## src/rtl/sdr_pkg.sv

```systemverilog
// -----------------------------------------------------------------------------
// sdr_pkg
// Shared constants and width helpers for the SDR receive path.
//   ADC_W     : signed ADC sample width
//   NCO_W     : signed NCO sin/cos width (matches mnco fsin_o/fcos_o)
//   clog2     : ceiling log2, used for counter and accumulator sizing
//   acc_width : accumulator width for a mixer product summed over DECIM terms
// -----------------------------------------------------------------------------
package sdr_pkg;

    localparam int ADC_W = 10;
    localparam int NCO_W = 10;

    function automatic int clog2(input int value);
        int r;
        int v;
        r = 0;
        v = value - 1;
        while (v > 0) begin
            r = r + 1;
            v = v >> 1;
        end
        return r;
    endfunction

    // A sum of 2^k products of PW bits fits in PW + k bits, so the
    // integrate-and-dump accumulator can never wrap.
    function automatic int acc_width(input int adc_w, input int nco_w, input int decim);
        return adc_w + nco_w + clog2(decim);
    endfunction

endpackage

```

## src/rtl/sdr_round_sat.sv

```systemverilog
// -----------------------------------------------------------------------------
// sdr_round_sat
// Combinational round-half-up, arithmetic right shift and saturation.
//   din_i  in   IN_W   signed value to scale
//   dout_o out  OUT_W  signed, rounded, saturated result
//   sat_o  out  1      result was clipped to the OUT_W range
// The rounding add is done one bit wider than the input so it cannot overflow.
// Assumes IN_W + 1 > OUT_W (true for the mixer: ACC_W >= 21).
// -----------------------------------------------------------------------------
module sdr_round_sat
    import sdr_pkg::*;
#(
    parameter int IN_W  = 24,
    parameter int OUT_W = 16,
    parameter int SHIFT = 8
) (
    input  logic signed [IN_W-1:0]  din_i,
    output logic signed [OUT_W-1:0] dout_o,
    output logic                    sat_o
);

    localparam int EXT_W = IN_W + 1;
    localparam logic signed [EXT_W-1:0] HALF = EXT_W'(1) << (SHIFT - 1);
    localparam logic signed [EXT_W-1:0] MAXV = EXT_W'((64'sd1 <<< (OUT_W - 1)) - 64'sd1);
    // ~MAX == -MAX-1, i.e. the most negative OUT_W value
    localparam logic signed [EXT_W-1:0] MINV = ~MAXV;

    logic signed [EXT_W-1:0] biased;
    logic signed [EXT_W-1:0] shifted;
    logic                    over;
    logic                    under;

    always_comb begin
        biased  = EXT_W'(din_i) + HALF;
        shifted = biased >>> SHIFT;
        over    = (shifted > MAXV);
        under   = (shifted < MINV);
        sat_o   = over | under;
        if (over) begin
            dout_o = MAXV[OUT_W-1:0];
        end else if (under) begin
            dout_o = MINV[OUT_W-1:0];
        end else begin
            dout_o = shifted[OUT_W-1:0];
        end
    end

endmodule

```

## src/rtl/nco_mixer_decim.sv

```systemverilog
// -----------------------------------------------------------------------------
// nco_mixer_decim
// Quadrature down-mixer plus integrate-and-dump decimator fed by the mnco NCO.
// Each accepted ADC sample is multiplied by cos (I) and -sin (Q); DECIM products
// are summed and one rounded, saturated I/Q pair is emitted per frame.
//   clk        in   1      system clock
//   reset_n    in   1      async active-low reset
//   clken      in   1      global clock enable (shared with mnco)
//   adc_i      in   ADC_W  signed ADC sample
//   adc_valid  in   1      adc_i valid
//   fsin_i     in   NCO_W  signed NCO sine
//   fcos_i     in   NCO_W  signed NCO cosine
//   nco_valid  in   1      NCO output valid
//   ovf_clr_i  in   1      synchronous clear of ovf_o (ignores clken)
//   i_o, q_o   out  OUT_W  signed decimated I/Q
//   out_valid  out  1      one-cycle pulse when i_o/q_o update
//   ovf_o      out  1      sticky saturation flag
// Pipeline (enabled edges): E0 capture, E1 multiply, E2 accumulate or dump.
// -----------------------------------------------------------------------------
module nco_mixer_decim
    import sdr_pkg::*;
#(
    parameter int ADC_W = sdr_pkg::ADC_W,
    parameter int NCO_W = sdr_pkg::NCO_W,
    parameter int DECIM = 16,
    parameter int OUT_W = 16,
    parameter int SHIFT = 8
) (
    input  logic                    clk,
    input  logic                    reset_n,
    input  logic                    clken,
    input  logic signed [ADC_W-1:0] adc_i,
    input  logic                    adc_valid,
    input  logic signed [NCO_W-1:0] fsin_i,
    input  logic signed [NCO_W-1:0] fcos_i,
    input  logic                    nco_valid,
    input  logic                    ovf_clr_i,
    output logic signed [OUT_W-1:0] i_o,
    output logic signed [OUT_W-1:0] q_o,
    output logic                    out_valid,
    output logic                    ovf_o
);

    localparam int PW    = ADC_W + NCO_W;
    localparam int CNT_W = clog2(DECIM);
    localparam int ACC_W = acc_width(ADC_W, NCO_W, DECIM);

    // s1: captured operands
    logic signed [ADC_W-1:0] adc_q;
    logic signed [NCO_W-1:0] sin_q;
    logic signed [NCO_W-1:0] cos_q;
    // s2: products
    logic signed [PW-1:0]    pi_q, pi_d;
    logic signed [PW-1:0]    pq_q, pq_d;
    // vld_pipe_q[0] = s1 valid, vld_pipe_q[1] = s2 valid
    logic [1:0]              vld_pipe_q;

    logic signed [ACC_W-1:0] acc_i_q, acc_i_d;
    logic signed [ACC_W-1:0] acc_q_q, acc_q_d;
    logic signed [ACC_W-1:0] sum_i, sum_q;
    logic [CNT_W-1:0]        cnt_q, cnt_d;

    logic signed [OUT_W-1:0] i_q, i_d, i_rs;
    logic signed [OUT_W-1:0] q_q, q_d, q_rs;
    logic                    ov_q, ov_d;
    logic                    ovf_q, ovf_d;
    logic                    sat_i, sat_q;
    logic                    accept;
    logic                    dump;

    assign accept = clken & adc_valid & nco_valid;

    always_comb begin
        // Operands are widened before the multiply so the product is full PW bits.
        pi_d  = PW'(adc_q) * PW'(cos_q);
        // |adc*sin| <= 2^(PW-2), so negation cannot overflow PW bits.
        pq_d  = -(PW'(adc_q) * PW'(sin_q));
        // The dump includes the product arriving on the same edge.
        sum_i = acc_i_q + ACC_W'(pi_q);
        sum_q = acc_q_q + ACC_W'(pq_q);
        dump  = vld_pipe_q[1] && (cnt_q == CNT_W'(DECIM - 1));

        acc_i_d = acc_i_q;
        acc_q_d = acc_q_q;
        cnt_d   = cnt_q;
        i_d     = i_q;
        q_d     = q_q;
        ov_d    = 1'b0;
        if (vld_pipe_q[1]) begin
            if (dump) begin
                i_d     = i_rs;
                q_d     = q_rs;
                ov_d    = 1'b1;
                acc_i_d = '0;
                acc_q_d = '0;
                cnt_d   = '0;
            end else begin
                acc_i_d = sum_i;
                acc_q_d = sum_q;
                cnt_d   = cnt_q + CNT_W'(1);
            end
        end

        // Set beats clear when both land on the same edge.
        ovf_d = ovf_q;
        if (ovf_clr_i) begin
            ovf_d = 1'b0;
        end
        if (clken && dump && (sat_i || sat_q)) begin
            ovf_d = 1'b1;
        end
    end

    sdr_round_sat #(
        .IN_W  (ACC_W),
        .OUT_W (OUT_W),
        .SHIFT (SHIFT)
    ) u_rs_i (
        .din_i  (sum_i),
        .dout_o (i_rs),
        .sat_o  (sat_i)
    );

    sdr_round_sat #(
        .IN_W  (ACC_W),
        .OUT_W (OUT_W),
        .SHIFT (SHIFT)
    ) u_rs_q (
        .din_i  (sum_q),
        .dout_o (q_rs),
        .sat_o  (sat_q)
    );

    always_ff @(posedge clk or negedge reset_n) begin
        if (!reset_n) begin
            adc_q      <= '0;
            sin_q      <= '0;
            cos_q      <= '0;
            pi_q       <= '0;
            pq_q       <= '0;
            vld_pipe_q <= '0;
            acc_i_q    <= '0;
            acc_q_q    <= '0;
            cnt_q      <= '0;
            i_q        <= '0;
            q_q        <= '0;
            ov_q       <= 1'b0;
            ovf_q      <= 1'b0;
        end else begin
            ovf_q <= ovf_d;
            if (clken) begin
                vld_pipe_q <= {vld_pipe_q[0], accept};
                adc_q      <= adc_i;
                sin_q      <= fsin_i;
                cos_q      <= fcos_i;
                pi_q       <= pi_d;
                pq_q       <= pq_d;
                acc_i_q    <= acc_i_d;
                acc_q_q    <= acc_q_d;
                cnt_q      <= cnt_d;
                i_q        <= i_d;
                q_q        <= q_d;
                ov_q       <= ov_d;
            end else begin
                // Everything else freezes; the strobe must not repeat.
                ov_q <= 1'b0;
            end
        end
    end

    assign i_o       = i_q;
    assign q_o       = q_q;
    assign out_valid = ov_q;
    assign ovf_o     = ovf_q;

endmodule

```

## config.mk

```make
export PLATFORM = sky130hd
export DESIGN_NAME = nco_mixer_decim
export DESIGN_NICKNAME = d
export VERILOG_FILES = /design/src/rtl/sdr_pkg.sv /design/src/rtl/sdr_round_sat.sv /design/src/rtl/nco_mixer_decim.sv
export SDC_FILE = /design/constraint.sdc
export NUM_CORES = 1
export LEC_CHECK = 0
export CAP_MARGIN = 20
export CORE_MARGIN = 2
export CORE_UTILIZATION = 41
export DETAILED_ROUTE_END_ITERATION = 8
export DONT_BUFFER_PORTS = 1
export GPL_ROUTABILITY_DRIVEN = 0
export PLACE_DENSITY = 0.59
export SLEW_MARGIN = 20
export SYNTH_ARGS = -nofsm -noshare
export SYNTH_HDL_FRONTEND = slang
export SYNTH_SLANG_ARGS = --single-unit
export TNS_END_PERCENT = 30
```

## constraint.sdc

```tcl
create_clock -name clk -period 7.75 [get_ports clk]
set_input_delay 1.9375 -clock clk [delete_from_list [all_inputs] [get_ports clk]]
set_output_delay 1.9375 -clock clk [all_outputs]
set_load 0.05 [all_outputs]
```

==> results by group <==
Global routing
  – Number of global-route vias before repair: 12660
  – Initial antenna violation count: 4
  – Pin count of the biggest net entering global routing: 159
  – Global route overflow: 0
  – GRT Util Overall: 0.1806
  – First-pass GRT wire length: 63760 um

STA
  – Period Utilization, post-route: 0.8099
  – Final setup fails: 0
  – Clock skew: 12.51 ps
  – Setup_tns: 0 ps
  – Unrepaired setup endpoints after global routing: no
  – Fmax: 159.3 MHz
  – Slew HR: 0.3674
  – Fin. max-slew vios: 0
  – Worst-Margin Slew: 944.8 ps
  – Fin. Hold Viols: 0
  – Fin crit period: 6277 ps

Die
  – FP Rows: 74
  – Initial Utilization: 0.4164
  – Core ar.: 41020 um^2
  – I/O pin total: 70
  – Die X-Extent: approximately 210 um
  – Die area: about 43000 um^2
  – Chip height: 208.1 um

Synth
  – Netlist Area Pre-Place: 17080 um^2
  – Avg Synthesized Cell Area: 9.490 um^2
  – Syn_nets: 2174
  – Synth warn: 0
  – Yosys reg bits: 158
  – Primary FF master, synth: dfrtp_1
  – Post-synth EDFFs: 0
  – Async SR Flop Fraction: 1.000
  – Sequential share of the synthesized area: 0.2315
  – Cells after synthesis: 1800
  – Yosys cell types: 80

Final layout
  – # nets final: 2121
  – Ratio of cells with drive above 1 in the final layout: 0.07670
  – Commonest non-fill, non-tap cells in the layout: 238 x inv_1, 186 x nand2_1, 186 x fa_1
  – Area delta synth->final: 5.743%
  – Commonest non-fill, non-tap cell in the layout: inv_1

Clocking
  – CTS tree: done
  – H-tree Lvls: 4
  – Hold Buf Count CTS: 0
  – CTS root buf: clkbuf_16
  – Resize count post-CTS: 0
  – Worst-Skew Late Latency: 460 ps
  – Total clock sinks: 158
  – Cts bufs inserted: 17
  – Post-CTS setup buffer count: 0
  – CTS clk-pin slew, worst paths: 70 ps
  – Maximum root-to-sink buffer count: 2

Worst hold path
  – Hold Crit Class: flop to flop

Worst setup path
  – CP Capture Type: flop
  – CP cell instances: nand2_1 > fa_1 > inv_1 > ha_1 > ha_1 > inv_1 > fa_1 > fa_1 > inv_1 > ha_1 > a21o_1 > a21oi_1 > o21bai_1 > a21oi_1 > o21bai_1 > a211o_1 > a2111oi_0 > o311ai_0 > a21oi_1 > xnor2_1 > a21oi_1
  – Startpoint Class: flop
  – CP most frequent cell: a21oi_1
  – Reg2reg setup slack: 1470 ps
  – Crit path max-delay family: compound AO/OA/AOI/OAI gates
  – CP max FO: 21
  – Slowest stage delay, CP: about 790 ps
  – Crit path required time: 8090 ps
  – WP buf/inv: 3
  – Slowest cell on the critical path: dfrtp_1
  – WP data arrival: 6620 ps
  – Worst Path Class, Setup: flop to flop

Route
  – Routed length per placed instance: 16.05 um
  – DRC Markers: 0
  – Highest routing layer actually used: met5
  – Drt total wl: 36810 um
  – Vias per inst: 5.313
  – Vias: 12180
  – Antenna Violating Nets Remaining: 0
  – DR WL met3: 1386 um
  – Met2 wire len: 17270 um
  – DRT Pass-1 Iters: 5
  – DR iter-0 viols: between 700 and 800
  – Metal1 wirelength: 17760 um

Placement
  – Port Buffers: 0
  – Post-detail-place hpwl: between 20000 and 30000 um

Status
  – Status: complete, no violations

Run
  – Max-Cap Viols: 0
## synthesized netlist by cell type (16+ instances only)
master,n,area (um^2)
fa_1,186,3724
nand3_1,30,150.1
o211ai_1,16,120.1
xnor2_1,67,586.8
inv_1,238,893.4
a21o_1,19,142.6
dfrtp_1,158,3954
clkbuf_1,66,247.7
xor2_1,30,262.8
nand2b_1,18,112.6
a22o_1,25,219.0
nand2_1,187,701.9
or3_1,17,106.4
o21ai_0,66,330.3
and2_1,101,631.9
nor3_1,19,95.09
a21oi_1,64,320.3
ha_1,152,1902
nor2_1,72,270.3
nor2b_1,19,118.9
mux2_2,55,619.3
## path summary, 6_finish.rpt
| path | from | endpoint | depth (start not counted) |
|---|---|---|---|
| setup / recovery | adc_q[4] | pi_q[19] | 21 |
| hold / removal | acc_q_q[0] | acc_q_q[0] | 2 |
| setup reg to reg | adc_q[4] | pi_q[19] | 21 |
| hold reg to reg | acc_q_q[0] | acc_q_q[0] | 2 |
| max in group asynchronous | reset_n | adc_q[0] | 0 |
| min in group asynchronous | reset_n | q_o[6] | 0 |
## kinds of logic after synthesis
kind of cell,share of synthesized area
buffers and inverters,0.07010
XOR/XNOR,0.05259
AO/OA/AOI/OAI,0.1266
multiplexers,0.03802
AND/OR/NAND/NOR,0.1519
flip-flops,0.2315
adder cells (fa/ha/maj),0.3293
## routing by layer
metal  global-route usage  up-vias
met3              0.03532       33
met4              0.03944        4
met2               0.2958      148
met5                    0        -
met1               0.2482     6126
li1                     -     5871
## area by class of cell
| type | count | area, um^2 |
|---|---|---|
| fill | 3987 | 22950 |
| tap | 532 | 665.6 |
| clock buffer | 17 | 425.4 |
| clock inverter | 15 | 146.4 |
| timing repair buffer | 4 | 30.03 |
| antenna | 1 | 2.502 |
| sequential | 158 | 3954 |
| multi-input combinational | 1327 | 11940 |
| inverter | 239 | 897.1 |
## tightest hold or removal path: stages (launching register included)
cell and delay, ps:
dfrtp_1 350, nand2_1 50, nand2_1 50
## state kept, by name, summed over array words and instances (netlist names), 4 cells and up
signal and flops:
acc_i_q 24, acc_q_q 24, adc_q 10, cnt_q 4
cos_q 10, i_o 16, pi_q 20, pq_q 20
q_o 16, sin_q 10
## metrics by stage
step	utilization	setup slack [ps]	instances	area, um^2	hold slack [ps]
5_1_grt	0.4403	1096	2292	18060	501.0
3_5_place_dp	0.4263	1586	2260	17480	461.9
6_report	0.4404	1473	2293	18060	473.7
4_1_cts	0.4402	1526	2292	18060	477.2
2_1_floorplan	-	2056	1800	17080	442.8
3_3_place_gp	0.4261	1698	2260	17480	453.7
Power is not shown: default switching activity piles up to over one toggle a cycle in this logic, so the estimate is an artifact.
